$ cat src/rtl/aes_axil_driver_if.sv
//------------------------------------------------------------------------------
// Module   : aes_axil_driver_if
// Purpose  : AXI4-Lite bus bundle between the AES job driver (master) and the
//            memory-mapped AES slave.
// Ports    : write address (m_aw_*), write data (m_w_*), write response
//            (m_b_*), read address (m_ar_*), read data/response (m_r_*).
// Modports : master - driver side, slave - AES peripheral side.
// Revision : 1.0 - initial release
//------------------------------------------------------------------------------
`default_nettype none

interface aes_axil_driver_if;
  logic [31:0] m_aw_addr;
  logic        m_aw_valid;
  logic        m_aw_ready;
  logic [31:0] m_w_data;
  logic [3:0]  m_w_strb;
  logic        m_w_valid;
  logic        m_w_ready;
  logic [1:0]  m_b_resp;
  logic        m_b_valid;
  logic        m_b_ready;
  logic [31:0] m_ar_addr;
  logic        m_ar_valid;
  logic        m_ar_ready;
  logic [31:0] m_r_data;
  logic [1:0]  m_r_resp;
  logic        m_r_valid;
  logic        m_r_ready;

  modport master (
    output m_aw_addr, m_aw_valid, input m_aw_ready,
    output m_w_data, m_w_strb, m_w_valid, input m_w_ready,
    input  m_b_resp, m_b_valid, output m_b_ready,
    output m_ar_addr, m_ar_valid, input m_ar_ready,
    input  m_r_data, m_r_resp, m_r_valid, output m_r_ready
  );

  modport slave (
    input  m_aw_addr, m_aw_valid, output m_aw_ready,
    input  m_w_data, m_w_strb, m_w_valid, output m_w_ready,
    output m_b_resp, m_b_valid, input m_b_ready,
    input  m_ar_addr, m_ar_valid, output m_ar_ready,
    output m_r_data, m_r_resp, m_r_valid, input m_r_ready
  );
endinterface

`default_nettype wire

$ cat src/rtl/aes_axil_driver.sv
//------------------------------------------------------------------------------
// Module   : aes_axil_driver
// Purpose  : Runs one AES job over AXI4-Lite: writes the 192-bit key, the
//            128-bit plaintext and START, polls DONE, reads back the 128-bit
//            ciphertext and hands it out on a valid/ready port.
// Ports    : clk_i, rst_ni (async, active-low)
//            in_valid/in_ready/in_key/in_pt   - job request
//            out_valid/out_ready/out_ct       - job result
//            m (aes_axil_driver_if.master)    - AXI4-Lite master bus
//            busy_o - not idle, err_o - sticky bus/timeout error
// Options  : AES_DRV_POLL_TIMEOUT_EN - when defined, give up after POLL_LIMIT
//            DONE reads that return bit0=0.
// Revision : 1.0 - initial release
//------------------------------------------------------------------------------
`default_nettype none

module aes_axil_driver #(
  parameter logic [31:0] BASE_ADDR  = 32'h0,
  parameter int          POLL_LIMIT = 1024
) (
  input  wire logic          clk_i,
  input  wire logic          rst_ni,
  input  wire logic          in_valid,
  output logic               in_ready,
  input  wire logic [191:0]  in_key,
  input  wire logic [127:0]  in_pt,
  output logic               out_valid,
  input  wire logic          out_ready,
  output logic [127:0]       out_ct,
  aes_axil_driver_if.master  m,
  output logic               busy_o,
  output logic               err_o
);

  localparam logic [2:0] c_st_idle     = 3'd0;
  localparam logic [2:0] c_st_wr_key   = 3'd1;
  localparam logic [2:0] c_st_wr_pt    = 3'd2;
  localparam logic [2:0] c_st_wr_start = 3'd3;
  localparam logic [2:0] c_st_poll     = 3'd4;
  localparam logic [2:0] c_st_rd_ct    = 3'd5;
  localparam logic [2:0] c_st_out      = 3'd6;

  localparam logic [31:0] c_off_key   = 32'h10;
  localparam logic [31:0] c_off_pt    = 32'h00;
  localparam logic [31:0] c_off_start = 32'h28;
  localparam logic [31:0] c_off_done  = 32'h2C;
  localparam logic [31:0] c_off_ct    = 32'h30;

  if (POLL_LIMIT < 1) begin : g_poll_limit_check
    $error("aes_axil_driver: POLL_LIMIT must be at least 1");
  end

  logic [2:0]   r_state;
  logic [2:0]   w_next;
  logic         r_aw_done;
  logic         r_w_done;
  logic         r_ar_done;
  logic [2:0]   r_word_cnt;
  logic [191:0] r_key;
  logic [127:0] r_pt;
  logic [127:0] r_ct;
  logic         r_err;

  logic w_accept;
  logic w_wr_state;
  logic w_rd_state;
  logic w_b_fire;
  logic w_r_fire;
  logic w_b_err;
  logic w_r_err;
  logic w_last_word;
  logic w_poll_timeout;

  assign w_accept   = in_valid & in_ready;
  assign w_wr_state = (r_state == c_st_wr_key) | (r_state == c_st_wr_pt) |
                      (r_state == c_st_wr_start);
  assign w_rd_state = (r_state == c_st_poll) | (r_state == c_st_rd_ct);
  assign w_b_fire   = m.m_b_valid & m.m_b_ready;
  assign w_r_fire   = m.m_r_valid & m.m_r_ready;
  assign w_b_err    = w_b_fire & (m.m_b_resp != 2'b00);
  assign w_r_err    = w_r_fire & (m.m_r_resp != 2'b00);

  // Last beat of the current multi-word phase (single-beat phases are always last).
  assign w_last_word = ((r_state == c_st_wr_key) & (r_word_cnt == 3'd5)) |
                       ((r_state == c_st_wr_pt)  & (r_word_cnt == 3'd3)) |
                       ((r_state == c_st_rd_ct)  & (r_word_cnt == 3'd3)) |
                       (r_state == c_st_wr_start);

`ifdef AES_DRV_POLL_TIMEOUT_EN
  localparam int c_poll_w = (POLL_LIMIT > 1) ? $clog2(POLL_LIMIT) : 1;
  localparam logic [c_poll_w-1:0] c_poll_last = c_poll_w'(POLL_LIMIT - 1);

  // Number of DONE reads so far in this job that came back not-done.
  logic [c_poll_w-1:0] r_poll_cnt;

  always_ff @(posedge clk_i or negedge rst_ni) begin
    if (!rst_ni) begin
      r_poll_cnt <= '0;
    end else if (w_accept) begin
      r_poll_cnt <= '0;
    end else if ((r_state == c_st_poll) && w_r_fire && !w_r_err && !m.m_r_data[0]) begin
      r_poll_cnt <= r_poll_cnt + c_poll_w'(1);
    end
  end

  assign w_poll_timeout = (r_state == c_st_poll) & w_r_fire & ~w_r_err &
                          ~m.m_r_data[0] & (r_poll_cnt == c_poll_last);
`else
  assign w_poll_timeout = 1'b0;
`endif

  // State register
  always_ff @(posedge clk_i or negedge rst_ni) begin
    if (!rst_ni) r_state <= c_st_idle;
    else         r_state <= w_next;
  end

  // Next-state logic
  always_comb begin
    w_next = r_state;
    case (r_state)
      c_st_idle:     if (in_valid) w_next = c_st_wr_key;
      c_st_wr_key:   if (w_b_fire) w_next = w_b_err ? c_st_idle :
                                            (w_last_word ? c_st_wr_pt : c_st_wr_key);
      c_st_wr_pt:    if (w_b_fire) w_next = w_b_err ? c_st_idle :
                                            (w_last_word ? c_st_wr_start : c_st_wr_pt);
      c_st_wr_start: if (w_b_fire) w_next = w_b_err ? c_st_idle : c_st_poll;
      c_st_poll: begin
        if (w_r_fire) begin
          if (w_r_err || w_poll_timeout) w_next = c_st_idle;
          else if (m.m_r_data[0])        w_next = c_st_rd_ct;
          else                           w_next = c_st_poll;
        end
      end
      c_st_rd_ct:    if (w_r_fire) w_next = w_r_err ? c_st_idle :
                                            (w_last_word ? c_st_out : c_st_rd_ct);
      c_st_out:      if (out_ready) w_next = c_st_idle;
      default:       w_next = c_st_idle;
    endcase
  end

  // Outputs: derived only from registers so every output follows reset at once.
  always_comb begin
    in_ready     = (r_state == c_st_idle);
    busy_o       = (r_state != c_st_idle);
    err_o        = r_err;
    out_valid    = (r_state == c_st_out);
    out_ct       = (r_state == c_st_out) ? r_ct : 128'd0;
    m.m_aw_valid = w_wr_state & ~r_aw_done;
    m.m_w_valid  = w_wr_state & ~r_w_done;
    m.m_w_strb   = w_wr_state ? 4'hF : 4'h0;
    m.m_b_ready  = w_wr_state & r_aw_done & r_w_done;
    m.m_ar_valid = w_rd_state & ~r_ar_done;
    m.m_r_ready  = w_rd_state & r_ar_done;
    m.m_aw_addr  = 32'd0;
    m.m_w_data   = 32'd0;
    m.m_ar_addr  = 32'd0;
    case (r_state)
      c_st_wr_key: begin
        m.m_aw_addr = BASE_ADDR + c_off_key + {27'd0, r_word_cnt, 2'b00};
        m.m_w_data  = r_key[191:160];
      end
      c_st_wr_pt: begin
        m.m_aw_addr = BASE_ADDR + c_off_pt + {27'd0, r_word_cnt, 2'b00};
        m.m_w_data  = r_pt[127:96];
      end
      c_st_wr_start: begin
        m.m_aw_addr = BASE_ADDR + c_off_start;
        m.m_w_data  = 32'h1;
      end
      c_st_poll:  m.m_ar_addr = BASE_ADDR + c_off_done;
      c_st_rd_ct: m.m_ar_addr = BASE_ADDR + c_off_ct + {27'd0, r_word_cnt, 2'b00};
      default: ;
    endcase
  end

  // Datapath: job capture, per-channel handshake tracking, word shifting.
  always_ff @(posedge clk_i or negedge rst_ni) begin
    if (!rst_ni) begin
      r_aw_done  <= 1'b0;
      r_w_done   <= 1'b0;
      r_ar_done  <= 1'b0;
      r_word_cnt <= 3'd0;
      r_key      <= 192'd0;
      r_pt       <= 128'd0;
      r_ct       <= 128'd0;
      r_err      <= 1'b0;
    end else begin
      if (w_accept) begin
        r_key      <= in_key;
        r_pt       <= in_pt;
        r_word_cnt <= 3'd0;
      end

      if (m.m_aw_valid && m.m_aw_ready) r_aw_done <= 1'b1;
      if (m.m_w_valid && m.m_w_ready)   r_w_done  <= 1'b1;
      if (m.m_ar_valid && m.m_ar_ready) r_ar_done <= 1'b1;

      // Key and plaintext are shifted so the next word to send is always at the top.
      if (w_b_fire) begin
        r_aw_done <= 1'b0;
        r_w_done  <= 1'b0;
        if (r_state == c_st_wr_key) r_key <= {r_key[159:0], 32'd0};
        if (r_state == c_st_wr_pt)  r_pt  <= {r_pt[95:0], 32'd0};
        if ((r_state == c_st_wr_key) || (r_state == c_st_wr_pt))
          r_word_cnt <= w_last_word ? 3'd0 : r_word_cnt + 3'd1;
      end

      if (w_r_fire) begin
        r_ar_done <= 1'b0;
        if (r_state == c_st_rd_ct) begin
          r_ct       <= {r_ct[95:0], m.m_r_data};
          r_word_cnt <= w_last_word ? 3'd0 : r_word_cnt + 3'd1;
        end
      end

      if (w_b_err || w_r_err || w_poll_timeout) r_err <= 1'b1;
    end
  end

endmodule

`default_nettype wire

$ cat src/flat_wrapper.sv
// flat-port wrapper written by rule: the top's interface ports become plain ports
module aes_axil_driver_flat 
#(
  parameter logic [31:0] BASE_ADDR  = 32'h0,
  parameter int          POLL_LIMIT = 1024
)
  (clk_i, rst_ni, in_valid, in_ready, in_key, in_pt, out_valid, out_ready, out_ct, busy_o, err_o, m_m_aw_addr, m_m_aw_valid, m_m_aw_ready, m_m_w_data, m_m_w_strb, m_m_w_valid, m_m_w_ready, m_m_b_resp, m_m_b_valid, m_m_b_ready, m_m_ar_addr, m_m_ar_valid, m_m_ar_ready, m_m_r_data, m_m_r_resp, m_m_r_valid, m_m_r_ready);
  aes_axil_driver_if m_i ();
  input  wire logic clk_i;
  input  wire logic rst_ni;
  input  wire logic in_valid;
  output logic in_ready;
  input  wire logic [191:0] in_key;
  input  wire logic [127:0] in_pt;
  output logic out_valid;
  input  wire logic out_ready;
  output logic [127:0] out_ct;
  output logic busy_o;
  output logic err_o;
  output wire logic [$bits(m_i.m_aw_addr)-1:0] m_m_aw_addr;
  output wire logic [$bits(m_i.m_aw_valid)-1:0] m_m_aw_valid;
  input wire logic [$bits(m_i.m_aw_ready)-1:0] m_m_aw_ready;
  output wire logic [$bits(m_i.m_w_data)-1:0] m_m_w_data;
  output wire logic [$bits(m_i.m_w_strb)-1:0] m_m_w_strb;
  output wire logic [$bits(m_i.m_w_valid)-1:0] m_m_w_valid;
  input wire logic [$bits(m_i.m_w_ready)-1:0] m_m_w_ready;
  input wire logic [$bits(m_i.m_b_resp)-1:0] m_m_b_resp;
  input wire logic [$bits(m_i.m_b_valid)-1:0] m_m_b_valid;
  output wire logic [$bits(m_i.m_b_ready)-1:0] m_m_b_ready;
  output wire logic [$bits(m_i.m_ar_addr)-1:0] m_m_ar_addr;
  output wire logic [$bits(m_i.m_ar_valid)-1:0] m_m_ar_valid;
  input wire logic [$bits(m_i.m_ar_ready)-1:0] m_m_ar_ready;
  input wire logic [$bits(m_i.m_r_data)-1:0] m_m_r_data;
  input wire logic [$bits(m_i.m_r_resp)-1:0] m_m_r_resp;
  input wire logic [$bits(m_i.m_r_valid)-1:0] m_m_r_valid;
  output wire logic [$bits(m_i.m_r_ready)-1:0] m_m_r_ready;
  assign m_m_aw_addr = m_i.m_aw_addr;
  assign m_m_aw_valid = m_i.m_aw_valid;
  assign m_i.m_aw_ready = m_m_aw_ready;
  assign m_m_w_data = m_i.m_w_data;
  assign m_m_w_strb = m_i.m_w_strb;
  assign m_m_w_valid = m_i.m_w_valid;
  assign m_i.m_w_ready = m_m_w_ready;
  assign m_i.m_b_resp = m_m_b_resp;
  assign m_i.m_b_valid = m_m_b_valid;
  assign m_m_b_ready = m_i.m_b_ready;
  assign m_m_ar_addr = m_i.m_ar_addr;
  assign m_m_ar_valid = m_i.m_ar_valid;
  assign m_i.m_ar_ready = m_m_ar_ready;
  assign m_i.m_r_data = m_m_r_data;
  assign m_i.m_r_resp = m_m_r_resp;
  assign m_i.m_r_valid = m_m_r_valid;
  assign m_m_r_ready = m_i.m_r_ready;
  aes_axil_driver #(.BASE_ADDR(BASE_ADDR), .POLL_LIMIT(POLL_LIMIT)) u_core (.clk_i(clk_i), .rst_ni(rst_ni), .in_valid(in_valid), .in_ready(in_ready), .in_key(in_key), .in_pt(in_pt), .out_valid(out_valid), .out_ready(out_ready), .out_ct(out_ct), .m(m_i), .busy_o(busy_o), .err_o(err_o));
endmodule
$ cat config.mk
export PLATFORM = sky130hd
export DESIGN_NAME = aes_axil_driver_flat
export DESIGN_NICKNAME = d
export VERILOG_FILES = /design/src/rtl/aes_axil_driver_if.sv /design/src/rtl/aes_axil_driver.sv /design/src/flat_wrapper.sv
export SDC_FILE = /design/constraint.sdc
export NUM_CORES = 1
export LEC_CHECK = 0
export ABC_CLOCK_PERIOD_IN_PS = 2700
export CAP_MARGIN = 25
export CORE_AREA = 2 2 235 237
export CTS_BUF_LIST = sky130_fd_sc_hd__clkbuf_2
export CTS_CLUSTER_DIAMETER = 200
export DETAILED_ROUTE_END_ITERATION = 10
export DIE_AREA = 0 0 237 239
export PLACE_DENSITY = 0.65
export SYNTH_ARGS = -nofsm -noshare
export SYNTH_HDL_FRONTEND = slang
export SYNTH_SLANG_ARGS = --single-unit
$ cat constraint.sdc
create_clock -name clk_i -period 2.7 [get_ports clk_i]
set_clock_uncertainty 0.05 [all_clocks]
set_input_delay 0.27 -clock clk_i [delete_from_list [all_inputs] [get_ports clk_i]]
set_output_delay 0.27 -clock clk_i [all_outputs]
set_load 0.03 [all_outputs]
### After elaboration in Yosys (flattened, before gate mapping)

Cells that the tools add are included.

* output and inout bits: 237
* register bits after elaboration: 458
* word-level logic and storage cells: 104

* bitwise logic cells: 23
* eq/ne operators: 15
* $add $sub $neg: 3
* reductions and logical operators: 14
* mux-type cells: 40

Operator list (count)
* 192-bit 2-to-1 mux: 3
* 128-bit 2-to-1 mux: 4
* 32-bit case mux with 3 select lines: 2
* 32-bit case mux with 2 select lines: 1
* 3-bit 2-to-1 mux: 18
* 3-bit case mux with 7 select lines: 1
* 1-bit AND: 14
* 3-bit == test, second input constant: 4
* 2-bit by 1-bit != test with 1-bit output, second input constant: 6
* 2-bit nonzero test: 5
* 3-bit by 2-bit == test with 1-bit output, second input constant: 3
* 1-bit 2-to-1 mux: 8
* 6-bit by 5-bit adder with 7-bit output, first input constant: 1
* 7-bit AND reduction: 1
* 5-bit by 5-bit adder with 6-bit output, first input constant: 1
* 1-bit OR: 6
* 2-bit 2-to-1 mux: 2
* 4-bit 2-to-1 mux: 1
* 3-bit by 1-bit adder with 3-bit output, second input constant: 1
* 3-bit by 1-bit == test with 1-bit output, second input constant: 1
* 1-bit logical AND: 3
* 3-bit zero test: 1
* 1-bit NOT: 3
* 3-bit nonzero test: 1
* 3 further kinds: 4

### Longest topological paths before layout

Gate-level depths: netlist of run 1.

* depth after elaboration: 10
* gate-level depth with buffers: 8

### Worst setup path before layout of run 1

No wires, ideal clock.

* path type: register -> register
* start: register u_core.r_state[0]
* end: register u_core.r_key[133]
* required time: 2.518 ns
* clock period less this slack: 1.931 ns
* data arrival time: 1.749 ns
* cell stages (with the launch flop): 9
* setup time: 0.132 ns
* slack: 0.769 ns
* path through: dfrtp_1 > buf_6 > nor3_4 > and2_1 > buf_6 > buf_12 > buf_12 > mux2i_1 > o21ai_1

* elaborated cells on any way between the ends: 13
* classes of those cells: 3 x eq/ne; 3 x mux; 6 x bitwise; 1 x reduce/logical

RTL lines
* from (decl): RTL line aes_axil_driver.sv:53 `logic [2:0] r_state;`
* from (signal assigned): RTL line aes_axil_driver.sv:114 `if (!rst_ni) r_state <= c_st_idle;`
* from (signal assigned): RTL line aes_axil_driver.sv:115 `else r_state <= w_next;`
* 3-bit zero test *: RTL line aes_axil_driver.sv:144 `in_ready = (r_state == c_st_idle);`
* named net in_ready: RTL line flat_wrapper.sv:12 `output logic in_ready;`
* 1-bit AND *: RTL line aes_axil_driver.sv:74 `assign w_accept = in_valid & in_ready;`
* 192-bit 2-to-1 mux *: RTL line aes_axil_driver.sv:189 `if (w_accept) begin`
* 192-bit 2-to-1 mux: RTL line aes_axil_driver.sv:203 `if (r_state == c_st_wr_key) r_key <= {r_key[159:0], 32'd0};`
* 192-bit 2-to-1 mux *: RTL line aes_axil_driver.sv:200 `if (w_b_fire) begin`
* to (signal assigned): RTL line aes_axil_driver.sv:190 `r_key <= in_key;`
* to (signal assigned): RTL line aes_axil_driver.sv:203
* to (decl): RTL line aes_axil_driver.sv:59 `logic [191:0] r_key;`

The timed path passes the listed nets; every way through them passes the cells marked *.
A chain may end at the register's enable or synchronous reset.

### Final worst setup path of run 1

* start: register u_core.r_state[0]
* end: output out_ct[32]

* cells in the longest elaborated chain, start to end: 2

Ends and longest elaborated chain
* 3-bit == test: RTL line aes_axil_driver.sv:148 `out_ct = (r_state == c_st_out) ? r_ct : 128'd0;`
* 128-bit 2-to-1 mux: RTL line aes_axil_driver.sv:148
* to (decl): RTL line flat_wrapper.sv:17 `output logic [127:0] out_ct;`

No other way between the ends.

==> results of run 1 <==
-- state kept, by name, indices dropped and copies added, names as in the netlist --
signal             cells
u_core.r_key         192
u_core.r_ct          128
u_core.r_aw_done       1
u_core.r_state         3
u_core.r_w_done        1
u_core.err_o           1
u_core.r_ar_done       1
u_core.r_word_cnt      3
u_core.r_pt          128
-- cell families (layout without fill, tap and decap cells) --
| group | Yosys count | after routing |
|---|---|---|
| AOI/OAI and AO/OA | 386 | 386 |
| muxes | 384 | 384 |
| buffers and inverters | 210 | 1250 |
| other | 1 | 75 |
| DFF | 458 | 458 |
| and+or+nand+nor | 557 | 557 |
| adders and majority gates | 3 | 3 |
-- per-stage QoR --
step                      util [%]  setup TNS (ns)  cell area (µm²)
final                         63.1          -32.75            34300
after global routing          63.1          -55.89            34300
after detailed placement      50.7               0            27600
after floorplan                  -               0            21800
after CTS                     62.2          -56.00            33800
after global placement        50.7               0            27600
-- cells in the final DEF, fill, tap and decap left out, types with 7 or more instances in the layout --
cell type        instances
mux2_1                 120
clkbuf_2               158
buf_4                   41
nor2_1                   8
o21ai_1                258
dfrtp_1                454
clkdlybuf4s50_1        364
buf_16                  11
mux2i_1                256
mux2_2                   8
buf_12                  73
conb_1                  55
nand2_1                392
diode_2                 20
and2_1                  10
clkinv_1                51
buf_6                  138
buf_2                    7
and2_4                 120
a22o_1                   8
dlygate4sd3_1          374
a21oi_1                 71
nor2_4                   8
a22o_4                  25
-- timing repair --
| action | 4_1_cts | 5_1_grt |
|---|---|---|
| endpoints found under the setup margin | 181 | 176 |
| resized for setup | 396 | 41 |
| buffers inserted | 20 | 6 |
| gates cloned | 10 | 7 |
| hold endpoints to repair | 820 | 0 |
| hold buffers | 375 | 0 |
| pin swaps | 45 | 18 |
-- final timing paths --
path | from | end | slack, ns | cells after the start
worst max-delay path | u_core.r_state[0]$_DFFE_PN0P_ | out_ct[32] | -0.26 | 8
worst min-delay path | in_pt[11] | u_core.r_pt[11]$_DFF_PN0_ | 0.18 | 4
worst max register to register | u_core.r_word_cnt[2]$_DFF_PN0_ | u_core.r_state[0]$_DFFE_PN0P_ | 0.03 | 8
worst min register to register | u_core.r_key[27]$_DFF_PN0_ | u_core.r_key[59]$_DFF_PN0_ | 0.40 | 2
max in group asynchronous | rst_ni | u_core.r_ct[52]$_DFFE_PN0P_ | 1.71 | 4
min in group asynchronous | rst_ni | u_core.r_key[142]$_DFF_PN0_ | 0.38 | 4
-- area by class of cell --
cell class	count	share of cell area, %
antenna	20	0.146
clock buffer	158	2.31
clock inverter	63	0.898
inverter	6	0.0657
multi-input combinational	1385	27.5
sequential	458	33.5
tap	704	2.57
timing repair buffer	1023	33.0
-- power groups by stage --
| stage | clock [W] | sequential (W) | combinational, W |
|---|---|---|---|
| global route | 0.00543 | 0.0114 | 0.0104 |
| global placement | 0 | 0.0112 | 0.00806 |
| finish | 0.00489 | 0.0112 | 0.00955 |
| CTS | 0.00503 | 0.0111 | 0.00922 |
| detailed placement | 0 | 0.0112 | 0.00829 |
| floorplan | 0 | 0.0104 | 0.00588 |
-- worst reg2reg max path, delay by kind of cell, from the launching register on --
family,cells,cell delay [ns]
buf+inv,2,0.75
compound gates,5,1.03
flops,1,0.50
fa+ha+maj,1,0.27
-- routing by layer --
layer	GRT usage, %	vias up
li1	-	8791
met4	11.6	6
met3	5.90	157
met2	46.1	764
met1	29.9	9425
met5	0	-
==> results.toml, run 1 <==
[timing]
fmax_ghz = 0.338
min_period_over_period_pct = 110
fin_crit_ns = 2.96
slew_violations = 0
finalSetupViolCount = 166
relSlewSlack_pct = 55.2
hold_violations = 0
fin_ws_ns = -0.262
rsz0062_at_grt = "yes"
holdWs_ns = 0.179
worst_pin_slew_ns = 0.669

[die]
fp-row-count = 86
dieArea_um2 = 56600
die_height_um = 239
io_pins = 602
core_area_um2 = 54300
start_util_pct = 39.8
die_width_um = 237

[global_route]
grt_pass1_vias = 20300
grt_start_max_net_pins = 73
antenna_found_initial = 18
grt_first_pass_wirelength_um = 114000
grt.overflow.total = 0
grtUsageTotal_pct = 25.9

[power]
ir_drop_mv = 0.687
p_sw_w = 0.00974
power_w = 0.0256
clock_power_share_pct = 19.1
p_leak_nw = 15.4
switching_share_pct = 38.0
p_per_area_nw_per_um2 = 748
p_int_w = 0.0159
seqPwrFrac_pct = 43.7
pwr-share-comb_pct = 37.3

[routing]
m1WireLength_um = 29300
drt-initial-drc-count = 1016
route.detailed.wl_per_inst_um = 20.1
topRoutingLayerUsed = "met5"
routed_via_density = 5.02
totalWireLength_um = 76700
drt_pre_antenna_iters = 6
route.met2.wl_um = 39800
route.detailed.drc = 0
ant_nets = 0
route.met3.wl_um = 4950
vias = 19100

[clock_tree]
clock_latency_ns = 1.18
path_clk_slew_ns = 0.11
htreeDepth = 3
clock_sinks = 458
cts_tree = "built"
cts_buffer_depth = 3
root_buffer = "clkbuf_2"
cts_buffers = 118

[setup_path]
worstSetupPathType = "reg -> out"
critPathMaxFanout = 17
crit_arrival_ns = 2.64
max_stage_delay_ns = 0.44
cp_num_buf_inv = 5
crit_chain = "nand2b_4, buf_6, nor2_4, buf_12, buf_4, buf_16, and2_4, buf_6"
cp_top_family = "buffers and inverters"
cpMaxStageDelayCell = "dfrtp_2"
endpoint_kind = "primary output"
worstSetupStartpointType = "flip-flop"
crit_required_ns = 2.38
cp_common_cell = "buf_6"

[cells_and_area]
layout.nets = 3360
synthToLayoutAreaGrowth_pct = 58.6
nFillCells = 4149
drive_above_1_share_pct = 20.6
multi_input_area_um2 = 9440
fin_cells = 3817
ff_latch_area_um2 = 11500

[worst_hold_path]
hp-class = "in -> reg"

[logic_synthesis]
synthesis.area_um2 = 21600
synth_area_per_cell_um2 = 10.8
synth_mux_area_share_pct = 18.5
synth_seq_cells = 458
synth_top_flop_cell = "dfrtp_1"
post-synth-top-count-cell = "dfrtp_1"
synth-simple-area-share_pct = 11.4
synth_adder_area_share_pct = 0.174
synth.area.top_cells = "dfrtp_1 (53%), mux2i_1 (12%), nand2_1 (6.8%)"
synth_seq_area_share_pct = 53.0
synth_edf_count = 0
yosys.area.top_type = "dfrtp_1"
synth-warning-count = 0
synthDistinctLibCells = 42
synthTopCellsByCount = "dfrtp_1 (458), nand2_1 (394), o21ai_1 (259)"
synth_top_family_by_area = "multiplexers"
synth_compound_area_share_pct = 9.69
netlist.area_leader.share_pct = 53.0
synthCells = 1999
synth_xor_area_share_pct = 0
async_flop_share_pct = 100

[placement]
placed_cells = 3158
place_ws_ns = 0.343
place.port_buffers = 546
gp_congestion = 0.864
dpl.hpwl_um = 48100

[run_status]
status = "finished with violations"
violations = "setup timing"

[flow_run]
maxCapViolCount = 0
No activity file was read; power rests on OpenSTA's default activity.
==> inputs of run 2 (changes only) <==
--- a/config.mk
+++ b/config.mk
@@ -10,9 +10,11 @@
 export CORE_AREA = 2 2 235 237
 export CTS_BUF_LIST = sky130_fd_sc_hd__clkbuf_2
 export CTS_CLUSTER_DIAMETER = 200
+export CTS_CLUSTER_SIZE = 16
 export DETAILED_ROUTE_END_ITERATION = 10
 export DIE_AREA = 0 0 237 239
 export PLACE_DENSITY = 0.65
+export SETUP_SLACK_MARGIN = 0.2
 export SYNTH_ARGS = -nofsm -noshare
 export SYNTH_HDL_FRONTEND = slang
 export SYNTH_SLANG_ARGS = --single-unit
==> run 2 against run 1 <==
The flow still finishes with violations (setup timing). Core utilization is 0.51 points lower. Critical endpoint is now out_ct[65]. Via count is 1.8% lower. Power is 7.4% lower. Largest cell class is now buffers. Flip-flop and latch count stayed put. Routed wire length is 0.50% higher. Fmax is 0.70% lower. Clock-buffer cell count is 123 lower. Cell count is 4.2% lower. Global-route usage is 1.1 points lower. Setup slack worse by 0.021 ns.
==> results.toml, run 2 (synthesis results as in run 1) <==
[die]
core_area_um2 = 54300
fp-row-count = 86
die_height_um = 239
start_util_pct = 39.8
dieArea_um2 = 56600
io_pins = 602
die_width_um = 237

[global_route]
grt_use_met1_pct = 29.3
grt_use_met3_pct = 5.00
grt_pass1_vias = 19200
antenna_found_initial = 23
grtUsageTotal_pct = 24.8
grt.overflow.total = 0
grt_start_max_net_pins = 87
grt_busiest_layer = "met2"
grt_first_pass_wirelength_um = 109000
use_met2_pct = 45.0

[clock_tree]
cts_tree = "built"
htreeDepth = 2
cts_buffer_depth = 3
root_buffer = "clkbuf_2"
cts_buffers = 34
path_clk_slew_ns = 0.30
clock_latency_ns = 1.03
clock_sinks = 458

[flow_run]
maxCapViolCount = 0

[timing]
fin_ws_ns = -0.282
relSlewSlack_pct = 44.6
holdWs_ns = 0.121
finalSetupViolCount = 171
worst_pin_slew_ns = 0.831
fmax_ghz = 0.335
rsz0062_at_grt = "yes"
slew_violations = 0
fin_crit_ns = 2.98
hold_violations = 0
min_period_over_period_pct = 110

[cells_and_area]
utilization_pct = 62.6
largest_reg_flops = 192
layout_common_cells = "dfrtp_1 (454), nand2_1 (391), dlygate4sd3_1 (365), clkdlybuf4s50_1 (363), o21ai_1 (258)"
synthToLayoutAreaGrowth_pct = 57.3
reg.largest.list = "u_core.r_key (192), u_core.r_ct (128), u_core.r_pt (128)"
drive_above_1_share_pct = 18.4
fin_cells = 3656
final_common_cell = "dfrtp_1"
nFillCells = 4119
regMostFlops = "u_core.r_key"
layout.nets = 3300

[run_status]
status = "finished with violations"
violations = "setup timing"

[placement]
placed_cells = 3158
gp_congestion = 0.864
place.port_buffers = 546
place_ws_ns = 0.343
dpl.hpwl_um = 48100

[routing]
vias = 18800
route.detailed.wl_per_inst_um = 21.1
drt_pre_antenna_iters = 6
drt-initial-drc-count = 1180
ant_nets = 0
route.detailed.drc = 0
routed_via_density = 5.14
totalWireLength_um = 77100

[worst_hold_path]
min_from = "in_valid"
hp-class = "in -> reg"

[power]
ir_drop_mv = 0.531
p_per_area_nw_per_um2 = 698
p_leak_nw = 15.0

[setup_path]
crit_start = "u_core.r_state[0]$_DFFE_PN0P_"
cpMaxStageDelayCell = "dfrtp_2"
max_stage_delay_ns = 0.50
critPathMaxFanout = 8
worstSetupPathType = "reg -> out"
cp_top_family = "buffers and inverters"
worstSetupStartpointType = "flip-flop"
crit_required_ns = 2.38
crit_arrival_ns = 2.66
endpoint_kind = "primary output"
crit_chain = "nand2b_4, buf_6, nor2_4, buf_12, buf_12, clkbuf_16, and2_4, buf_6"
cp_num_buf_inv = 5
r2r-start = "u_core.r_ar_done$_DFFE_PN0P_"
run 2: cell count changes in the layout (fill, tap and decap cells not counted), sizes merged:
| cell | previous run | this run |
|---|---|---|
| clkdlybuf4s50 | 364 | 363 |
| buf | 276 | 299 |
| bufinv | 2 | 0 |
| clkinv | 55 | 1 |
| inv | 11 | 7 |
| clkinvlp | 1 | 0 |
| clkbuf | 164 | 54 |
| diode | 20 | 19 |
| dlymetal6s2s | 0 | 1 |
| clkdlybuf4s15 | 3 | 0 |
| dlygate4sd3 | 374 | 365 |
run 2: area by class of cell:
| type | instances | area, µm² | share of cell area (%) |
|---|---|---|---|
| Antenna cell | 19 | 47.5 | 0.140 |
| Clock buffer | 35 | 175 | 0.515 |
| Clock inverter | 2 | 12.5 | 0.0368 |
| Inverter | 6 | 22.5 | 0.0662 |
| Multi-Input combinational cell | 1385 | 9510 | 28.0 |
| Sequential cell | 458 | 11500 | 33.7 |
| Tap cell | 704 | 881 | 2.59 |
| Timing Repair Buffer | 1047 | 11900 | 35.0 |
run 2: routing by layer:
| metal | share of wire [%] | routed length [µm] |
|---|---|---|
| met3 | 6.1 | 4720 |
| met5 | 0.067 | 52 |
| met4 | 3.7 | 2820 |
| met2 | 52 | 39900 |
| met1 | 38 | 29700 |
run 2: power by group:
group          total (W)  internal (W)  switching [W]
clock network    0.00251      0.000344        0.00217
logic             0.0100       0.00509        0.00495
registers         0.0112       0.00931        0.00185
total             0.0237        0.0147        0.00897
run 2: worst paths after layout:
| kind | endpoint | slack (ns) | cells past startpoint |
|---|---|---|---|
| max in group asynchronous | u_core.r_key[63]$_DFF_PN0_ | 1.42 | 4 |
| min | u_core.r_word_cnt[0]$_DFF_PN0_ | 0.12 | 4 |
| max reg2reg | u_core.r_state[2]$_DFFE_PN0P_ | 0.11 | 7 |
| min reg2reg | u_core.r_key[41]$_DFF_PN0_ | 0.44 | 2 |
| min in group asynchronous | u_core.r_ct[66]$_DFFE_PN0P_ | 0.28 | 3 |
| max | out_ct[65] | -0.28 | 8 |
run 2: worst reg2reg max path, stage by stage, from the launching register on:
cell,delay (ns)
dfrtp_2,0.48
nand2_1,0.23
nor2_4,0.24
o22ai_1,0.13
dlygate4sd3_1,0.59
nand2_1,0.10
o41ai_1,0.10
dlygate4sd3_1,0.61
run 2: what timing repair did:
| item | CTS | global route |
|---|---|---|
| gates cloned | 10 | 20 |
| endpoints found under the setup margin | 182 | 517 |
| hold buffers | 365 | 0 |
| pin swaps | 51 | 27 |
| hold endpoints to repair | 817 | 0 |
| resized for setup | 409 | 101 |
| setup buffers | 23 | 24 |
run 2: through the flow:
| stage | cell area, µm² | TNS [ns] | total power (W) |
|---|---|---|---|
| after floorplan | 21800 | 0 | 0.0163 |
| after global placement | 27600 | 0 | 0.0192 |
| after detailed placement | 27600 | 0 | 0.0195 |
| after CTS | 32800 | -44.18 | 0.0228 |
| after global routing | 34000 | -55.39 | 0.0251 |
| final | 34000 | -37.03 | 0.0237 |
